[src/rtl/mem_arbiter_pkg.sv]
// Shared types and defaults for the instruction/data memory arbiter.
package mem_arbiter_pkg;

  localparam int unsigned XLEN_DEFAULT = 32;
  localparam int unsigned STRB_W       = 4;

  typedef enum logic [1:0] {
    ST_IDLE  = 2'd0,
    ST_ISSUE = 2'd1,
    ST_WAIT  = 2'd2,
    ST_RESP  = 2'd3
  } state_t;

  typedef enum logic {
    OWN_I = 1'b0,
    OWN_D = 1'b1
  } owner_t;

endpackage

[src/rtl/mem_arbiter_streak_ctr.sv]
// Saturating data-streak counter and the instruction/data priority decision.
module arb_streak_ctr #(
  parameter int unsigned MAX_STREAK = 4
) (
  input  logic clk,
  input  logic rst,
  input  logic i_req,
  input  logic d_req,
  input  logic decide,
  output logic pick_d_c
);

  localparam int unsigned SW = (MAX_STREAK < 1) ? 1 : $clog2(MAX_STREAK + 1);
  localparam logic [SW-1:0] STREAK_MAX = SW'(MAX_STREAK);

  logic [SW-1:0] streak_q;
  logic [SW-1:0] streak_d;

  // Data wins a tie until it has starved a waiting fetch MAX_STREAK times.
  assign pick_d_c = d_req && (!i_req || (streak_q != STREAK_MAX));

  always_comb begin
    streak_d = streak_q;
    if (decide && (i_req || d_req)) begin
      if (pick_d_c && i_req) begin
        streak_d = (streak_q == STREAK_MAX) ? streak_q : streak_q + SW'(1);
      end else begin
        streak_d = '0;
      end
    end
  end

  always_ff @(posedge clk or negedge rst) begin
    if (!rst) begin
      streak_q <= '0;
    end else begin
      streak_q <= streak_d;
    end
  end

endmodule

[src/rtl/mem_arbiter.sv]
// Two-master (fetch/load-store) arbiter onto a single memory port, one
// transaction outstanding at a time.
module mem_arbiter
  import mem_arbiter_pkg::*;
#(
  parameter int unsigned XLEN       = XLEN_DEFAULT,
  parameter int unsigned MAX_STREAK = 4
) (
  input  logic              clk,
  input  logic              rst,
  input  logic              i_req,
  input  logic [XLEN-1:0]   i_addr,
  output logic              i_gnt,
  output logic              i_rvalid,
  output logic [XLEN-1:0]   i_rdata,
  input  logic              d_req,
  input  logic              d_we,
  input  logic [XLEN-1:0]   d_addr,
  input  logic [XLEN-1:0]   d_wdata,
  input  logic [STRB_W-1:0] d_wstrb,
  output logic              d_gnt,
  output logic              d_rvalid,
  output logic [XLEN-1:0]   d_rdata,
  output logic              m_req,
  output logic              m_we,
  output logic [XLEN-1:0]   m_addr,
  output logic [XLEN-1:0]   m_wdata,
  output logic [STRB_W-1:0] m_wstrb,
  input  logic              m_gnt,
  input  logic              m_rvalid,
  input  logic [XLEN-1:0]   m_rdata,
  output logic              err_spurious
);

  state_t              state_q, state_d;
  owner_t              owner_q, owner_d;
  logic                i_gnt_d, d_gnt_d, i_rvalid_d, d_rvalid_d, err_d;
  logic [XLEN-1:0]     i_rdata_d, d_rdata_d;
  logic                m_req_d, m_we_d;
  logic [XLEN-1:0]     m_addr_d, m_wdata_d;
  logic [STRB_W-1:0]   m_wstrb_d;
  logic                decide_c;
  logic                pick_d_c;

  arb_streak_ctr #(
    .MAX_STREAK (MAX_STREAK)
  ) u_streak (
    .clk      (clk),
    .rst      (rst),
    .i_req    (i_req),
    .d_req    (d_req),
    .decide   (decide_c),
    .pick_d_c (pick_d_c)
  );

  // Next-state and next-output logic; the m_* registers double as the latched command.
  always_comb begin
    state_d    = state_q;
    owner_d    = owner_q;
    i_gnt_d    = 1'b0;
    d_gnt_d    = 1'b0;
    i_rvalid_d = 1'b0;
    d_rvalid_d = 1'b0;
    i_rdata_d  = i_rdata;
    d_rdata_d  = d_rdata;
    m_req_d    = m_req;
    m_we_d     = m_we;
    m_addr_d   = m_addr;
    m_wdata_d  = m_wdata;
    m_wstrb_d  = m_wstrb;
    decide_c   = 1'b0;
    err_d      = m_rvalid && (state_q != ST_WAIT);

    case (state_q)
      ST_IDLE: begin
        if (i_req || d_req) begin
          decide_c = 1'b1;
          state_d  = ST_ISSUE;
          m_req_d  = 1'b1;
          if (pick_d_c) begin
            owner_d   = OWN_D;
            d_gnt_d   = 1'b1;
            m_we_d    = d_we;
            m_addr_d  = d_addr;
            m_wdata_d = d_wdata;
            m_wstrb_d = d_wstrb;
          end else begin
            owner_d   = OWN_I;
            i_gnt_d   = 1'b1;
            m_we_d    = 1'b0;
            m_addr_d  = i_addr;
            m_wdata_d = '0;
            m_wstrb_d = '0;
          end
        end
      end
      ST_ISSUE: begin
        if (m_gnt) begin
          state_d   = ST_WAIT;
          m_req_d   = 1'b0;
          m_we_d    = 1'b0;
          m_addr_d  = '0;
          m_wdata_d = '0;
          m_wstrb_d = '0;
        end
      end
      ST_WAIT: begin
        if (m_rvalid) begin
          state_d = ST_RESP;
          if (owner_q == OWN_D) begin
            d_rvalid_d = 1'b1;
            d_rdata_d  = m_rdata;
          end else begin
            i_rvalid_d = 1'b1;
            i_rdata_d  = m_rdata;
          end
        end
      end
      ST_RESP: begin
        state_d = ST_IDLE;
      end
      default: begin
        state_d = ST_IDLE;
      end
    endcase
  end

  always_ff @(posedge clk or negedge rst) begin
    if (!rst) begin
      state_q      <= ST_IDLE;
      owner_q      <= OWN_I;
      i_gnt        <= 1'b0;
      d_gnt        <= 1'b0;
      i_rvalid     <= 1'b0;
      d_rvalid     <= 1'b0;
      i_rdata      <= '0;
      d_rdata      <= '0;
      m_req        <= 1'b0;
      m_we         <= 1'b0;
      m_addr       <= '0;
      m_wdata      <= '0;
      m_wstrb      <= '0;
      err_spurious <= 1'b0;
    end else begin
      state_q      <= state_d;
      owner_q      <= owner_d;
      i_gnt        <= i_gnt_d;
      d_gnt        <= d_gnt_d;
      i_rvalid     <= i_rvalid_d;
      d_rvalid     <= d_rvalid_d;
      i_rdata      <= i_rdata_d;
      d_rdata      <= d_rdata_d;
      m_req        <= m_req_d;
      m_we         <= m_we_d;
      m_addr       <= m_addr_d;
      m_wdata      <= m_wdata_d;
      m_wstrb      <= m_wstrb_d;
      err_spurious <= err_d;
    end
  end

endmodule

[config.mk]
export PLATFORM = sky130hd
export DESIGN_NAME = mem_arbiter
export DESIGN_NICKNAME = d
export VERILOG_FILES = /design/src/rtl/mem_arbiter_pkg.sv /design/src/rtl/mem_arbiter_streak_ctr.sv /design/src/rtl/mem_arbiter.sv
export SDC_FILE = /design/constraint.sdc
export NUM_CORES = 1
export LEC_CHECK = 0
export BUFFER_PORTS_ARGS = -buffer_cell sky130_fd_sc_hd__buf_2
export CAP_MARGIN = 25
export CORE_ASPECT_RATIO = 1.5
export CORE_MARGIN = 2
export CORE_UTILIZATION = 40
export CTS_CLUSTER_DIAMETER = 100
export DETAILED_ROUTE_END_ITERATION = 10
export PLACE_DENSITY = 0.81
export REMOVE_ABC_BUFFERS = 1
export SLEW_MARGIN = 20
export SYNTH_ARGS = -nofsm -noshare
export SYNTH_HDL_FRONTEND = slang
export SYNTH_SLANG_ARGS = --single-unit
[constraint.sdc]
create_clock -name clk -period 3.55 [get_ports clk]
set_input_delay 0.1775 -clock clk [delete_from_list [all_inputs] [get_ports clk]]
set_output_delay 0.1775 -clock clk [all_outputs]
set_load 0.1 [all_outputs]
==> results of run 1 <==
-- worst max path at each step --
stage                           start                       to  slack [ps]
2_1_floorplan  state_q[0]$_DFFE_PN0P_   m_wdata[0]$_DFFE_PN0P_        -550
3_3_place_gp   state_q[0]$_DFFE_PN0P_   d_rdata[0]$_DFFE_PN0P_        1450
3_5_place_dp   state_q[0]$_DFFE_PN0P_  d_rdata[10]$_DFFE_PN0P_        1390
4_1_cts        state_q[0]$_DFFE_PN0P_  d_rdata[11]$_DFFE_PN0P_        1380
5_1_grt        state_q[0]$_DFFE_PN0P_   m_addr[27]$_DFFE_PN0P_        1200
6_report       state_q[0]$_DFFE_PN0P_  i_rdata[30]$_DFFE_PN0P_        1430
-- cells in the final DEF, fill, tap and decap left out, drive strengths merged --
cell type	instances
nand2b	1
inv	44
a22o	38
and2	1
clkbuf	19
o21ai	2
nand4	33
and3	2
nor3	2
clkinv	5
or2	1
clkinvlp	1
dfrtp	145
a21o	1
nand3b	1
nor2	2
o221ai	32
or4	1
ha	6
mux2	65
bufinv	1
o22ai	1
nand2	2
dlygate4sd3	44
o21a	1
or3	1
buf	288
nand3	34
nor3b	1
nor2b	4
a32o	2
-- metrics by stage --
stage	hold slack (ps)	setup TNS, ps	utilization (%)	cells	instance area [µm²]
final	15.7	0	58.8	977	8500
after global routing	1.43	0	58.8	977	8500
after CTS	1.27	0	58.8	977	8500
after detailed placement	356	0	51.6	901	7470
after global placement	350	0	51.6	901	7470
after floorplan	-118	-20180	-	417	5730
-- kinds of logic (layout without fill, tap and decap cells) --
| logic type | after synthesis | count (layout) |
|---|---|---|
| fa+ha+maj | 6 | 6 |
| compound gates | 77 | 77 |
| simple gates | 86 | 86 |
| mux | 65 | 65 |
| flops | 145 | 145 |
| buf+inv | 77 | 402 |
-- flip-flops by register name, summed over array words and instances (netlist names) --
| signal | cells |
|---|---|
| d_rdata | 32 |
| i_rdata | 32 |
| m_addr | 32 |
| m_wdata | 32 |
| m_wstrb | 4 |
| u_streak.streak_q | 3 |
| state_q | 2 |
| d_gnt | 1 |
| d_rvalid | 1 |
| err_spurious | 1 |
| i_gnt | 1 |
| i_rvalid | 1 |
| m_req | 1 |
| m_we | 1 |
| owner_q | 1 |
-- worst register-to-register path, delay by kind of cell, from the launching register on --
family	cells	cell delay (ps)
buffers and inverters	2	500
multiplexers	1	400
flip-flops	1	360
AND/OR/NAND/NOR	1	490
adder cells (fa/ha/maj)	1	260
-- final cells by class --
cell class	count	share of cell area, %
flip-flops and latches	145	42.7
multi-input cells	234	23.2
repair buffers	332	22.5
clock buffers	19	5.33
well taps	196	2.88
inverters	38	1.68
clock inverters	13	1.66
-- metal layers --
layer	global-route usage (%)	vias up	share of wire (%)
li1	-	2314	-
met1	23.4	2465	37
met2	36.4	215	55
met3	4.72	44	5.4
met4	7.77	0	2.7
met5	0	-	0
==> metrics.yaml, run 1 <==
synth_fa_ha_area_share_pct: 1.27
synth.largest_area_cell: "dfrtp_1"
rrSetupSlack_ps: 1430
hold_violations: 0
fmax_mhz: 472
post_cts_resized: 0
synth_edf_count: 0
synthDistinctLibCells: 29
die_y_um: 153
vias: 5038
antenna_cells: 0
report.final.slew_viol_count: 0
multiInputGateArea_mm2: 0.00198
cts_buffers: 17
synth.most_common_cell: "dfrtp_1"
hp-start: "m_rdata[3]"
clk_pin_slew_worst_paths_ps: 60
fin_crit_ps: 2120
end_kind: "register"
outcome: "finished clean"
async_flop_share_pct: 100
timing.rr.end: "i_rdata[30]$_DFFE_PN0P_"
die_w_um: 103
yosys_warnings: 0
critPathKind: "reg2reg"
cts_root_buffer: "clkbuf_16"
worst-path-max-fanout: 23
rsz0062_at_grt: "no"
finalWorstSetupSlack_ps: 1430
syn-instance-count: 456
grtUsageTotal_pct: 20.5
drtIter0Drc: 216
max_cap_viol_count: 0
crit_chain: "inv_1 -> ha_1 -> nand3b_1 -> buf_4 -> mux2_2"
final-setup-viol-count: 0
finalWirelength_um: 16200
postSynthAreaPerCell_um2: 12.9
grt_overflow_total: 0
yosys_most_used_dff: "dfrtp_1"
hold_buffers: 44
clock-sinks: 145
r2r_start: "state_q[0]$_DFFE_PN0P_"
io_pins: 278
synth_xor_area_share_pct: 0
synth_area_mm2: 0.00590
hold_end: "i_rdata[3]$_DFFE_PN0P_"
place_ws_ps: 1390
cts_tree: "yes"
slowest_stage: "nand3b_1"
fill_cells: 1257
synthMuxAreaShare_pct: 12.4
fin_skew_ps: 11.0
std_cell_rows: 54
arrival_ps: 2410
drive_above_1_share_pct: 49.7
first_pass_iters: 6
layout.nets: 913
grt_pass1_wl_um: 25200
synth-simple-area-share_pct: 8.25
dp_hpwl_um: 11100
drcViolationCount: 0
whs_path_depth: 2
synth_compound_area_share_pct: 11.3
start_util_pct: 40.8
path_depth: 5
worst_slew_pin_slew_ps: 891
crit_buf_inv: 2
core_mm2: 0.0145
syn_to_final_growth_pct: 44.1
synth.ff_latch_count: 145
regArea_mm2: 0.00363
ant_nets: 0
rr_worst_depth: 5
avgRoutedWirePerCell_um: 16.6
grt_pass1_vias: 5092
synth-seq-area-share_pct: 61.5
hold_class: "in2reg"
grt_antenna_before_repair: 0
grt_max_degree: 102
die_area_mm2: 0.0158
max_slew_margin_pct: 40.6
synth_top_family_by_area: "multiplexers"
clock_latency_ps: 410
synth_commonest_cells: "dfrtp_1, mux2_2, a22o_1, inv_1, nand3_1"
synth.top_cell.area_share_pct: 61.5
synth.area.top_cells: "dfrtp_1, mux2_2, a22o_1"
avgViaCountPerCell: 5.16
fin_crit_sh_pct: 59.7
gp_congestion: 0.815
crit_required_ps: 3840
io_buffers: 277
cts_max_level: 4
post-cts-setup-buffers: 0
clk_path_buf_depth: 2
startpoint_type: "register"
cpPeakStageDelay_ps: 490
path_delay_family: "buffers and inverters"
Power of run 1 is left out: the tool's default activity adds up to more than one toggle a clock period on the data nets, which glitch-free logic cannot reach.
==> inputs of run 2 (changes only) <==
--- a/config.mk
+++ b/config.mk
@@ -12,7 +12,7 @@
 export CORE_UTILIZATION = 40
 export CTS_CLUSTER_DIAMETER = 100
 export DETAILED_ROUTE_END_ITERATION = 10
-export PLACE_DENSITY = 0.81
+export PLACE_DENSITY = 0.84
 export REMOVE_ABC_BUFFERS = 1
 export SLEW_MARGIN = 20
 export SYNTH_ARGS = -nofsm -noshare
==> constraint.sdc (replaced) <==
create_clock -name clk -period 1.88 [get_ports clk]
set_input_delay 0.094 -clock clk [delete_from_list [all_inputs] [get_ports clk]]
set_output_delay 0.094 -clock clk [all_outputs]
set_load 0.1 [all_outputs]
==> run 2 against run 1 <==
Effect of this change: critical path type unchanged; clock skew decreased by 2.0 ps; global-route usage increased by 3.4 points; first-iteration DRC count increased by 37%; non-clock buffer count increased by 97; register-to-register slack got worse by 1400 ps; worst hold slack got worse by 4.0 ps; core utilization increased by 7.7 points.
==> metrics.yaml, run 2 (synthesis results as in run 1) <==
outcome: "finished clean"
cts_tree: "yes"
io_pins: 278  # unchanged
rr_worst_depth: 6  # +1
grtUsageTotal_pct: 24.0  # +3.4 points
post-cts-setup-buffers: 0  # unchanged
worst_slew_pin_slew_ps: 544  # -347 ps
clock-sinks: 145  # unchanged
fin_crit_ps: 1830  # -284 ps
antenna_cells: 0  # unchanged
critPathKind: "reg2reg"
gp_congestion: 0.807  # -0.99%
grt_max_degree: 66  # -35%
clk_pin_slew_worst_paths_ps: 60  # about the same
most-common-layout-cells: "buf_2, dfrtp_1, dlygate4sd3_1"
clk_path_buf_depth: 2  # unchanged
arrival_ps: 2120  # -290 ps
report.final.slew_viol_count: 0  # unchanged
drcViolationCount: 0  # unchanged
first_pass_iters: 7  # +1
hold_violations: 0  # unchanged
cts_max_level: 4  # unchanged
die_area_mm2: 0.0158  # unchanged
fin_skew_ps: 9.06  # -1.96 ps
end_kind: "register"
path_depth: 6  # +1
io_buffers: 277  # unchanged
drtIter0Drc: 295  # +37%
whs_path_depth: 3  # +1
grt_pass1_wl_um: 29400  # +17%
startpoint_type: "register"
die_y_um: 153  # unchanged
crit_required_ps: 2160  # -1680 ps
cpPeakStageDelay_ps: 470  # -20 ps
fmax_mhz: 545  # +15%
fin_crit_sh_pct: 97.6  # +38 points
grt_antenna_before_repair: 0  # unchanged
place_ws_ps: 31.1  # -1360 ps
clock_latency_ps: 410  # about the same
std_cell_rows: 54  # unchanged
die_w_um: 103  # unchanged
vias: 5594  # +11%
slowest_stage: "or3_4"
start_util_pct: 40.8  # unchanged
final_common_cell: "buf_2"
crit_buf_inv: 2  # unchanged
max_slew_margin_pct: 63.3  # +23 points
worst-path-max-fanout: 7  # -70%
avgViaCountPerCell: 5.21  # +1.0%
dp_hpwl_um: 11200  # +1.1%
grt_pass1_vias: 5968  # +17%
ant_nets: 0  # unchanged
grt_overflow_total: 0  # unchanged
path_delay_family: "simple AND/OR/NAND/NOR gates"
avgRoutedWirePerCell_um: 18.2  # +9.6%
core_mm2: 0.0145  # unchanged
final-setup-viol-count: 0  # unchanged
finalWorstSetupSlack_ps: 45.7  # -1390 ps
max_cap_viol_count: 0  # unchanged
crit_chain: "inv_2 -> ha_2 -> nor2b_2 -> or3_4 -> clkbuf_16 -> a22o_1"
drive_above_1_share_pct: 46.1  # -3.6 points
syn_to_final_growth_pct: 63.0
hold_class: "in2reg"
cts_root_buffer: "clkbuf_16"
finalWirelength_um: 19600  # +20%
cts_buffers: 17  # unchanged
rsz0062_at_grt: "no"
layout.nets: 1010  # +11%
## run 2: cell count changes in the layout (fill, tap and decap cells not counted), sizes merged, moves of 2 or more
cell         previous run  this run
buf                   288       296
clkbuf                 19        21
clkinv                  5         3
clkinvlp                1         3
dlygate4sd3            44       130
inv                    44        46
## run 2: path summary, 6_finish.rpt
check | start | slack [ps] | endpoint
worst max-delay path | state_q[1]$_DFFE_PN0P_ | 50 | m_wdata[28]$_DFFE_PN0P_
worst min-delay path | i_addr[20] | 10 | m_addr[20]$_DFFE_PN0P_
worst max register to register | state_q[1]$_DFFE_PN0P_ | 50 | m_wdata[28]$_DFFE_PN0P_
worst min register to register | d_rdata[27]$_DFFE_PN0P_ | 500 | d_rdata[27]$_DFFE_PN0P_
max in group asynchronous | rst | 1080 | m_addr[0]$_DFFE_PN0P_
min in group asynchronous | rst | 160 | d_rvalid$_DFF_PN0_
## run 2: layout make-up
class,count,area [µm²]
inverters,38,143
well taps,196,245
flip-flops and latches,145,3630
repair buffers,429,3050
clock buffers,18,429
clock inverters,14,123
multi-input cells,234,2000
fillers,1072,4840
## run 2: metrics by stage
stage	setup TNS [ps]	cell area [µm²]	cells	hold WS [ps]	utilization, %
after floorplan	-145550	5730	417	-202	-
after global placement	0	7640	907	32.6	52.8
after detailed placement	0	7640	907	34.2	52.8
after CTS	0	9490	1069	0.490	65.6
after global routing	0	9620	1074	14.2	66.5
final	0	9620	1074	11.7	66.5
## run 2: repair_timing
item,CTS,global route
endpoints found under the setup margin,0,41
hold endpoints to repair,259,0
hold buffers,130,0
resized for setup,0,8
## run 2: per-layer routing
layer / global-route usage (%) / routed length [µm] / vias up
met1: 25.7 / 6910 / 2694
met2: 42.2 / 10400 / 316
met3: 5.87 / 1320 / 76
met5: 0 / 0 / -
li1: - / - / 2508
met4: 12.6 / 904 / 0
## run 2: worst register-to-register path: cells and delay by family (launching register included)
kind                     cells  cell delay (ps)
flip-flops                   1              380
adder cells (fa/ha/maj)      1              190
AND/OR/NAND/NOR              2              640
buffers and inverters        2              280
AO/OA/AOI/OAI                1              230
Power of run 2 is left out for the same reason.
